`src/rtl/top_level_pkg.sv`:
```
// ----------------------------------------------------------------------------
// top_level_pkg
// Shared constants and types for the fixed-point arithmetic engine.
//   - Memory addresses of every program's operands and results.
//   - state_t : run sequencer states.
//   - prog_t  : which program the next launch executes.
//   - Helpers that map a program and byte index to memory addresses.
// Configuration macro: SQRT_EN (adds program P3, the rounded square root).
// ----------------------------------------------------------------------------
package top_level_pkg;

    localparam logic [7:0] P1_IN  = 8'd8;
    localparam logic [7:0] P1_OUT = 8'd10;
    localparam logic [7:0] P2_IN  = 8'd0;
    localparam logic [7:0] P2_DIV = 8'd2;
    localparam logic [7:0] P2_OUT = 8'd4;
    localparam logic [7:0] P3_IN  = 8'd13;
    localparam logic [7:0] P3_OUT = 8'd15;

    typedef enum logic [2:0] {
        IDLE  = 3'd0,
        LOAD  = 3'd1,
        CALC  = 3'd2,
        ROUND = 3'd3,
        STORE = 3'd4,
        DONE  = 3'd5
    } state_t;

    // P1 is encoded as zero so a program selector that powers up cleared
    // starts the sequence at P1 without needing a reset.
    typedef enum logic [1:0] {
        PROG_P1 = 2'd0,
        PROG_P2 = 2'd1,
        PROG_P3 = 2'd2
    } prog_t;

    // Program that follows p in the launch sequence.
    function automatic prog_t progNext(input prog_t p);
        prog_t n;
        case (p)
            PROG_P1: n = PROG_P2;
`ifdef SQRT_EN
            PROG_P2: n = PROG_P3;
`else
            PROG_P2: n = PROG_P1;
`endif
            default: n = PROG_P1;
        endcase
        return n;
    endfunction

    // Index of the last operand byte read by program p.
    function automatic logic [1:0] lastLoadIdx(input prog_t p);
        return (p == PROG_P2) ? 2'd2 : 2'd1;
    endfunction

    // Index of the last result byte written by program p.
    function automatic logic [1:0] lastStoreIdx(input prog_t p);
        logic [1:0] n;
        case (p)
            PROG_P2: n = 2'd2;
            PROG_P3: n = 2'd0;
            default: n = 2'd1;
        endcase
        return n;
    endfunction

    // Operand address for byte idx; the P2 divisor has its own address.
    function automatic logic [7:0] loadAddr(input prog_t p, input logic [1:0] idx);
        logic [7:0] a;
        case (p)
            PROG_P2: a = (idx == 2'd2) ? P2_DIV : P2_IN + {6'd0, idx};
            PROG_P3: a = P3_IN + {6'd0, idx};
            default: a = P1_IN + {6'd0, idx};
        endcase
        return a;
    endfunction

    // Result address for byte idx, most significant byte first.
    function automatic logic [7:0] storeAddr(input prog_t p, input logic [1:0] idx);
        logic [7:0] a;
        case (p)
            PROG_P2: a = P2_OUT + {6'd0, idx};
            PROG_P3: a = P3_OUT + {6'd0, idx};
            default: a = P1_OUT + {6'd0, idx};
        endcase
        return a;
    endfunction

endpackage

```
`src/rtl/data_mem.sv`:
```
// ----------------------------------------------------------------------------
// data_mem
// 256 x 8 data memory, combinational read and registered write. The array is
// named core so that benches can preload and inspect it hierarchically.
// Ports:
//   i_clk   in  1  write clock
//   i_we    in  1  write enable
//   i_waddr in  8  write address
//   i_wdata in  8  write data
//   i_raddr in  8  read address
//   o_rdata out 8  read data (same cycle)
// ----------------------------------------------------------------------------
module data_mem (
    input  logic       i_clk,
    input  logic       i_we,
    input  logic [7:0] i_waddr,
    input  logic [7:0] i_wdata,
    input  logic [7:0] i_raddr,
    output logic [7:0] o_rdata
);

    logic [7:0] core [0:255];

    // Contents are never cleared; operands survive reset so they can be
    // loaded while the engine is held in reset.
    always_ff @(posedge i_clk) begin
        if (i_we) begin
            core[i_waddr] <= i_wdata;
        end
    end

    assign o_rdata = core[i_raddr];

endmodule

```
`src/rtl/top_level.sv`:
```
// ----------------------------------------------------------------------------
// top_level
// Fixed-point arithmetic engine with an embedded data memory. Each launch runs
// one program, in the order P1 (1/x), P2 (x/y), P3 (sqrt), then wraps.
// Operands are read from memory one byte per cycle, the result is computed
// bit-serially, rounded, and written back one byte per cycle.
// Ports:
//   CLK   in  1  clock
//   start in  1  synchronous active-high reset; a run begins once it falls
//   halt  out 1  high while a finished run is held, low in reset or running
// Configuration macro: SQRT_EN enables P3; without it the sequence is P1,P2.
// ----------------------------------------------------------------------------
module top_level
    import top_level_pkg::*;
(
    input  logic CLK,
    input  logic start,
    output logic halt
);

    state_t      r_state;
    state_t      w_nextState;
    prog_t       r_progSel;

    logic [1:0]  r_byteIdx;
    logic [4:0]  r_count;
    logic [15:0] r_loadBuf;
    logic [24:0] r_dividend;
    logic [15:0] r_divisor;
    logic [15:0] r_rem;
    logic [24:0] r_quot;
    logic        r_divZero;
    logic [23:0] r_result;

    logic [7:0]  w_raddr;
    logic [7:0]  w_rdata;
    logic        w_we;
    logic [7:0]  w_waddr;
    logic [7:0]  w_wdata;
    logic        w_loadLast;
    logic        w_storeLast;
    logic [23:0] w_buf;
    logic [16:0] w_trial;
    logic [15:0] w_diff;
    logic        w_fits;
    logic [23:0] w_round24;
    logic        w_isSqrt;
    logic [7:0]  w_rootNext;
    logic [7:0]  w_sqrtResult;

    data_mem data_mem1 (
        .i_clk   (CLK),
        .i_we    (w_we),
        .i_waddr (w_waddr),
        .i_wdata (w_wdata),
        .i_raddr (w_raddr),
        .o_rdata (w_rdata)
    );

    assign w_loadLast  = (r_byteIdx == lastLoadIdx(r_progSel));
    assign w_storeLast = (r_byteIdx == lastStoreIdx(r_progSel));
    assign w_buf       = {r_loadBuf, w_rdata};

    // One restoring-division step: bring down the next dividend bit and
    // subtract the divisor when it fits. The remainder always stays below the
    // divisor, so 16 bits of difference are exact.
    assign w_trial = {r_rem, r_dividend[24]};
    assign w_fits  = (w_trial >= {1'b0, r_divisor});
    assign w_diff  = w_trial[15:0] - r_divisor;

    // (q + 1) >> 1 written as (q >> 1) + lsb, which never needs a carry bit.
    assign w_round24 = r_quot[24:1] + {23'd0, r_quot[0]};

`ifdef SQRT_EN
    logic [15:0] r_radicand;
    logic [7:0]  w_sqTrial;
    logic        w_sqFits;
    logic [16:0] w_ffPlus;

    // Bitwise square root: try setting each root bit from the top down and
    // keep it when the trial root squared does not exceed the radicand.
    assign w_isSqrt   = (r_progSel == PROG_P3);
    assign w_sqTrial  = r_quot[7:0] | (8'd1 << r_count[2:0]);
    assign w_sqFits   = (({8'd0, w_sqTrial} * {8'd0, w_sqTrial}) <= r_radicand);
    assign w_rootNext = w_sqFits ? w_sqTrial : r_quot[7:0];

    // Round to nearest: f*f + f is the midpoint between f^2 and (f+1)^2.
    // The root saturates at 255 so it still fits one byte.
    assign w_ffPlus     = {1'b0, {8'd0, r_quot[7:0]} * {8'd0, r_quot[7:0]}} + {9'd0, r_quot[7:0]};
    assign w_sqrtResult = ((r_quot[7:0] != 8'hFF) && ({1'b0, r_radicand} > w_ffPlus))
                          ? (r_quot[7:0] + 8'd1) : r_quot[7:0];

    // Radicand is captured as the last operand byte arrives.
    always_ff @(posedge CLK) begin
        if (start) begin
            r_radicand <= '0;
        end else if ((r_state == LOAD) && w_loadLast && w_isSqrt) begin
            r_radicand <= w_buf[15:0];
        end
    end
`else
    assign w_isSqrt     = 1'b0;
    assign w_rootNext   = 8'd0;
    assign w_sqrtResult = 8'd0;
`endif

    // State register; start doubles as a synchronous reset and aborts any run.
    always_ff @(posedge CLK) begin
        if (start) begin
            r_state <= IDLE;
        end else begin
            r_state <= w_nextState;
        end
    end

    // Next-state and memory-port control. Writes are suppressed while start
    // is high so reset never disturbs memory.
    always_comb begin
        w_nextState = r_state;
        w_raddr     = loadAddr(r_progSel, r_byteIdx);
        w_we        = 1'b0;
        w_waddr     = storeAddr(r_progSel, r_byteIdx);
        w_wdata     = r_result[7:0];
        case (r_state)
            IDLE:  w_nextState = LOAD;
            LOAD:  if (w_loadLast) w_nextState = CALC;
            CALC:  if (r_count == 5'd0) w_nextState = ROUND;
            ROUND: w_nextState = STORE;
            STORE: begin
                w_we = !start;
                if (w_storeLast) w_nextState = DONE;
            end
            DONE:  w_nextState = DONE;
            default: w_nextState = IDLE;
        endcase
        // Bytes go out most significant first.
        case (lastStoreIdx(r_progSel) - r_byteIdx)
            2'd1:    w_wdata = r_result[15:8];
            2'd2:    w_wdata = r_result[23:16];
            default: w_wdata = r_result[7:0];
        endcase
    end

    // Program selector is deliberately left out of reset so the sequence
    // continues across launches; it advances when the last byte commits.
    always_ff @(posedge CLK) begin
        if (!start && (r_state == STORE) && w_storeLast) begin
            r_progSel <= progNext(r_progSel);
        end
    end

    // Datapath: gather operands, iterate, round, then step through the stores.
    // Dividends are left-aligned in a 25-bit shift register so both divisions
    // share one loop: P1 shifts in 2^16 over 17 steps, P2 shifts in N*2^9
    // over 25 steps.
    always_ff @(posedge CLK) begin
        if (start) begin
            r_byteIdx  <= '0;
            r_count    <= '0;
            r_loadBuf  <= '0;
            r_dividend <= '0;
            r_divisor  <= '0;
            r_rem      <= '0;
            r_quot     <= '0;
            r_divZero  <= 1'b0;
            r_result   <= '0;
        end else begin
            case (r_state)
                IDLE: begin
                    r_byteIdx <= '0;
                    r_loadBuf <= '0;
                end
                LOAD: begin
                    r_loadBuf <= w_buf[15:0];
                    r_byteIdx <= r_byteIdx + 2'd1;
                    if (w_loadLast) begin
                        r_byteIdx <= '0;
                        r_rem     <= '0;
                        r_quot    <= '0;
                        case (r_progSel)
                            PROG_P2: begin
                                r_dividend <= {w_buf[23:8], 9'd0};
                                r_divisor  <= {8'd0, w_buf[7:0]};
                                r_divZero  <= (w_buf[7:0] == 8'd0);
                                r_count    <= 5'd24;
                            end
                            PROG_P3: begin
                                r_count <= 5'd7;
                            end
                            default: begin
                                r_dividend <= 25'h1000000;
                                r_divisor  <= w_buf[15:0];
                                r_divZero  <= (w_buf[15:0] == 16'd0);
                                r_count    <= 5'd16;
                            end
                        endcase
                    end
                end
                CALC: begin
                    r_count <= r_count - 5'd1;
                    if (w_isSqrt) begin
                        r_quot <= {17'd0, w_rootNext};
                    end else begin
                        r_dividend <= {r_dividend[23:0], 1'b0};
                        r_rem      <= w_fits ? w_diff : w_trial[15:0];
                        r_quot     <= {r_quot[23:0], w_fits};
                    end
                end
                ROUND: begin
                    r_byteIdx <= '0;
                    case (r_progSel)
                        PROG_P2: r_result <= r_divZero ? 24'hFFFFFF : w_round24;
                        PROG_P3: r_result <= {16'd0, w_sqrtResult};
                        default: r_result <= r_divZero ? 24'h00FFFF : {8'd0, w_round24[15:0]};
                    endcase
                end
                STORE: begin
                    r_byteIdx <= r_byteIdx + 2'd1;
                end
                default: begin
                end
            endcase
        end
    end

    assign halt = (r_state == DONE);

endmodule

```
`config.mk`:
```
export PLATFORM = sky130hd
export DESIGN_NAME = top_level
export DESIGN_NICKNAME = d
export VERILOG_FILES = /design/src/rtl/top_level_pkg.sv /design/src/rtl/data_mem.sv /design/src/rtl/top_level.sv
export SDC_FILE = /design/constraint.sdc
export NUM_CORES = 1
export LEC_CHECK = 0
export CORE_AREA = 2 2 39 41
export DETAILED_ROUTE_END_ITERATION = 16
export DIE_AREA = 0 0 41 43
export GPL_ROUTABILITY_DRIVEN = 0
export PLACE_DENSITY = 0.66
export SYNTH_ARGS = -nofsm -noshare
export SYNTH_HDL_FRONTEND = slang
export SYNTH_SLANG_ARGS = --single-unit
```
`constraint.sdc`:
```
create_clock -name CLK -period 1.18 [get_ports CLK]
set_input_delay 0.177 -clock CLK [delete_from_list [all_inputs] [get_ports CLK]]
set_output_delay 0.177 -clock CLK [all_outputs]
set_load 0.005 [all_outputs]
```
==> flow_summary.ini, run 1 <==
[power]
power.density_nw_per_um2 = 1880
leakagePower_nw = 0.399
ir_worst_vdd_uv = 1290

[place]
post-dp-hpwl_mm = 1.16
placed_area_um2 = 798
io_buffers = 2

[global_routing]
grt_pass1_vias = 646
grt_max_degree = 10
grt_overflow = 0
grt_pass1_wl_mm = 2.79
antenna_found_initial = 0
grtUsageTotal_pct = 24.7

[worst_setup_path]
path_depth = 3
path_delay_family = simple AND/OR/NAND/NOR gates
cp.arrival_ns = 1.58
r2r-end = r_byteIdx[0]
critPathKind = reg2reg
path_cells = and3b_2, or4_4, a311oi_2
cp-end-kind = flop
crit_slowest_cell = edfxtp_1
timing.critical_path.buf_inv = 0
ff2ff_path_depth = 3
worst-path-max-fanout = 2
reg2reg_slack_ns = -0.22
cp.required_ns = 1.36
max_stage_delay_ns = 0.41
worst_setup_path_start_kind = flop
rr_startpoint = r_progSel[0]

[timing]
max_slew_margin_pct = 84.0
hold_viol = 0
min_period_ns = 1.40
max_freq_mhz = 712
setup_ws_ns = -0.225
tns_ns = -1.40
worst_pin_slew_ns = 0.239
post-route-period-util_pct = 119
rsz0062_at_grt = yes
setup_viol = 10
maxSlewViolCount = 0
skew_ns = 0.00424

[final_layout]
final_layout_size_suffix_gt1_share_pct = 55.8
final_cell_mix = 25 x buf_4, 6 x nor3_1, 6 x a21oi_1, 6 x dfxtp_2
stdcell_area_um2 = 981
final_nets = 108
num-fill-cells = 109
layout_commonest_cell = buf_4
antenna_cells = 0
area_delta_synth_final_pct = 60.3

[yosys]
synthFlopType = dfxtp_1
ys_async_sr_fraction_pct = 0
synth_edf_count = 1
synth_warnings = 0
seq_area_frac_synth_pct = 37.6
syn_area_um2 = 612
syn_inst = 76
yosys_register_bits = 11
syn_area_per_cell_um2 = 8.05
synth_fp_nets = 79
synth_cell_types = 30

[outcome]
run_status = finished, violations left
violations = setup timing

[route]
first_pass_iters = 4
first_iter_violations = 9
drcViolationCount = 0
drtAntennaViolNets = 0
routed-via-count = 680
wirelength_mm = 1.79
drt-vias-per-instance = 5.67
wl_per_cell_um = 14.9

[clock_tree]
clock_latency_ns = 0.28
cts_htree_levels = 1
ctsRootBufferMaster = clkbuf_4
cts_hold_buffers = 0
cts_max_path_buffers = 2
clk_pin_slew_worst_paths_ns = 0.07
cts_buffers = 3
numClockSinks = 11
cts_tree = built

[worst_hold_path]
min_to = r_count[4]
hold_class = reg2reg
worstHoldStart = r_count[4]
whs_path_depth = 2

[floorplan]
die-area_um2 = 1760
die_h_um = 43
die_w_um = 41
rows = 14
start_util_pct = 44.2
ios = 3
core-area_um2 = 1380

[job]
max_cap_violations = 0
tightest hold or removal path, stage by stage (launching register included):
cell and delay, ns:
dfxtp_1 0.34, inv_1 0.09, a31oi_1 0.07
worst max path at each step:
stage / from / to / slack, ns
3_5_place_dp: r_progSel[0] / r_byteIdx[0] / -0.32
3_3_place_gp: r_progSel[0] / r_byteIdx[0] / -0.21
4_1_cts: r_progSel[0] / r_byteIdx[0] / -0.19
6_report: r_progSel[0] / r_byteIdx[0] / -0.22
5_1_grt: r_progSel[0] / r_byteIdx[0] / -0.22
2_1_floorplan: r_progSel[0] / r_byteIdx[0] / -0.10
layer usage:
layer  GRT usage, %  share of wire [%]  routed length, um  vias up
li1               -                  -                  -      329
met1           26.0                 39                703      333
met2           40.0                 55                985       12
met3           6.28                2.2                 39        6
met4           16.7                3.5                 63        0
met5              0                  0                  0        -
what timing repair did:
| item | CTS | global route |
|---|---|---|
| pin swaps | 11 | 5 |
| buffers inserted | 7 | 0 |
| resized for setup | 32 | 5 |
| setup endpoints to repair | 10 | 11 |
stage by stage:
step           total power [mW]  instances  hold slack (ns)  utilization, %  worst slack (ns)
5_1_grt                    1.95        120            0.575            70.9            -0.224
6_report                   1.84        120            0.545            70.9            -0.225
2_1_floorplan             0.949         76            0.355               -            -0.101
3_3_place_gp               1.29        111            0.497            57.7            -0.210
4_1_cts                    1.80        120            0.534            70.3            -0.190
3_5_place_dp               1.30        111            0.512            57.7            -0.315
where the power goes:
part / internal [mW] / leakage, nW / switching, mW
registers: 0.471 / 0.0927 / 0.0860
clock network: 0.131 / 0.0150 / 0.138
logic: 0.544 / 0.292 / 0.470
final cells by class:
class                      count  area (um2)  share of cell area (%)
multi-input combinational     56         457                    46.6
timing repair buffer          29         225                    23.0
inverter                       4        15.0                    1.53
sequential                    11         238                    24.2
tap                           16        20.0                    2.04
clock buffer                   4        26.3                    2.68
registers in the layout, indices dropped and copies added, names as in the netlist:
register and count:
r_count 5, r_state 3, r_byteIdx 2, r_progSel 1
cell usage after synthesis, drive strengths merged (2+ instances only):
cell type,count,area [um2]
nor3b,2,15.0
o311ai,2,17.5
nor3,8,40.0
inv,4,15.0
a211oi,3,22.5
dfxtp,10,200
nor2b,2,12.5
a21oi,8,40.0
clkbuf,4,15.0
nor2,5,18.8
xor2,2,17.5
nand2b,4,25.0
nand2,5,18.8
kinds of logic (layout without fill, tap and decap cells):
logic type	count (synthesis)	after routing	share of synthesized area (%)
AND/OR/NAND/NOR	33	33	29.4
flip-flops	11	11	37.6
XOR/XNOR	3	3	4.30
AO/OA/AOI/OAI	19	19	20.9
adder cells (fa/ha/maj)	1	1	2.04
buffers and inverters	9	37	5.72
(Power assumes the default switching activity.)
==> inputs of run 2 (changes only) <==
ABC_AREA = 0   (was default)
==> results of run 2 <==
The final DEF is identical to that of run 1; final timing and power are the same.
==> inputs of run 3 (changes only) <==
CORE_AREA = 5 5 42 44   (was 2 2 39 41)
DIE_AREA = 0 0 47 49   (was 0 0 41 43)
HOLD_SLACK_MARGIN = 0.12   (was default)
SETUP_SLACK_MARGIN = 0.3   (was default)
==> run 3 against run 2 <==
Compared with the run above: worst hold slack better by 0.0071 ns; total power is 7.2% higher; via count rose by 1.6%; die area up 31%; core utilization increased by 1.7 points; routed wire length up 13%; sequential power about the same; register-to-register slack is essentially flat; clock skew is 0.0097 ns higher; clock power up 2%; non-clock buffer count stayed put; the flow still finishes with violations (setup timing).
==> flow_summary.ini, run 3 (same netlist as run 1, synthesis figures left out) <==
[outcome]
run_status = finished, violations left
violations = setup timing

[final_layout]
num-fill-cells = 96
antenna_cells = 0
final_nets = 108
area_delta_synth_final_pct = 66.3
final_layout_size_suffix_gt1_share_pct = 58.7
final_cell_mix = 24 x buf_4, 6 x nor3_1, 5 x dfxtp_2
regArea_um2 = 240
multi_input_area_um2 = 480
final_util_pct = 72.6
reg_top3 = r_count: 5 flops, r_state: 3 flops, r_byteIdx: 2 flops
largest_reg_flops = 5
largest-register = r_count
layout_commonest_cell = buf_4

[floorplan]
start_util_pct = 43.7
die_w_um = 47
rows = 14
die-area_um2 = 2300
die_h_um = 49
core-area_um2 = 1400
ios = 3

[worst_setup_path]
path_cells = buf_4, nor2_2, a21oi_2, buf_6, nor4_2
cp.arrival_ns = 1.36
worst_setup_path_start_kind = flop
ff2ff_path_depth = 5
r2r-end = r_progSel[0]
reg2reg_slack_ns = -0.21
critPathKind = reg2reg
crit_slowest_cell = edfxtp_1
cp.required_ns = 1.15
rr_startpoint = r_progSel[0]
cp-end-kind = flop
max_stage_delay_ns = 0.41
worst-path-max-fanout = 6

[timing]
hold_viol = 0
setup_ws_ns = -0.211
maxSlewViolCount = 0
max_slew_margin_pct = 81.5
post-route-period-util_pct = 118
rsz0062_at_grt = yes
worst_pin_slew_ns = 0.275
tns_ns = -1.51
setup_viol = 11
min_period_ns = 1.39
skew_ns = 0.0139
max_freq_mhz = 719

[job]
max_cap_violations = 0

[global_routing]
grt_pass1_vias = 681
grtUsageTotal_pct = 16.5
grt_pass1_wl_mm = 2.79
grt.busiest_layer = met2
met2_usage_pct = 26.0
antenna_found_initial = 0
met1_usage_pct = 19.8
grt_max_degree = 11
met3_usage_pct = 3.69
grt_overflow = 0

[clock_tree]
ctsRootBufferMaster = clkbuf_4
cts_hold_buffers = 0
numClockSinks = 11
cts_max_path_buffers = 2
cts_buffers = 3
cts_htree_levels = 1
clk_pin_slew_worst_paths_ns = 0.09
clock_latency_ns = 0.27
cts_tree = built

[worst_hold_path]
min_to = r_count[3]
whs_path_depth = 2
hold_class = reg2reg
worstHoldStart = r_count[3]

[route]
first_pass_iters = 4
drcViolationCount = 0
drt-vias-per-instance = 5.76
routed-via-count = 691
wirelength_mm = 2.02
first_iter_violations = 20
drtAntennaViolNets = 0
wl_per_cell_um = 16.8

[power]
power.density_nw_per_um2 = 1940
leakagePower_nw = 0.409
ir_worst_vdd_uv = 1490
totalPowerFinal_mw = 1.97

[place]
post-dp-hpwl_mm = 1.05
io_buffers = 2
run 3: worst max-delay path by stage:
stage                      start      endpoint  slack [ns]  depth (start not counted)
finish              r_progSel[0]  r_progSel[0]       -0.21                          5
CTS                 r_progSel[0]  r_byteIdx[0]       -0.17                          3
detailed placement  r_progSel[0]  r_byteIdx[0]       -0.19                          3
global route        r_progSel[0]    r_count[3]       -0.26                          6
floorplan           r_progSel[0]  r_byteIdx[0]       -0.10                          3
global placement    r_progSel[0]  r_byteIdx[0]       -0.14                          3
run 3: power breakdown:
| group | total [mW] | switching, mW | leakage [nW] | internal, mW |
|---|---|---|---|---|
| clock | 0.274 | 0.144 | 0.0150 | 0.131 |
| sequential | 0.560 | 0.0873 | 0.0930 | 0.472 |
| combinational | 1.14 | 0.532 | 0.301 | 0.607 |
| total | 1.97 | 0.763 | 0.409 | 1.21 |
run 3: through the flow:
step	worst slack [ns]	std cells	instance area, um2	hold slack [ns]
6_report	-0.211	120	1020	0.552
4_1_cts	-0.175	116	920	0.544
5_1_grt	-0.260	120	1020	0.584
2_1_floorplan	-0.101	76	648	0.341
3_3_place_gp	-0.139	108	790	0.497
3_5_place_dp	-0.189	108	790	0.509
run 3: cell type report:
| cell class | instances | share of cell area (%) |
|---|---|---|
| multi-input cells | 56 | 47.2 |
| flip-flops and latches | 11 | 23.6 |
| repair buffers | 29 | 23.1 |
| clock buffers | 4 | 2.58 |
| well taps | 16 | 1.97 |
| inverters | 4 | 1.48 |
run 3: what timing repair did:
action,4_1_cts,5_1_grt
endpoints found under the setup margin,12,12
buffers inserted,4,4
endpoints found under the hold margin,0,0
gates resized for setup,26,15
pin swaps,5,4
run 3: worst max-delay path: cells and delay by family, from the launching register on:
kind | cells | cell delay (ns)
AO/OA/AOI/OAI | 1 | 0.08
flip-flops | 1 | 0.41
buffers and inverters | 2 | 0.30
AND/OR/NAND/NOR | 2 | 0.30
run 3: metal layers:
layer | wire (um) | share of wire (%)
met3 | 56 | 2.8
met1 | 896 | 44
met4 | 37 | 1.8
met5 | 0 | 0
met2 | 1030 | 51
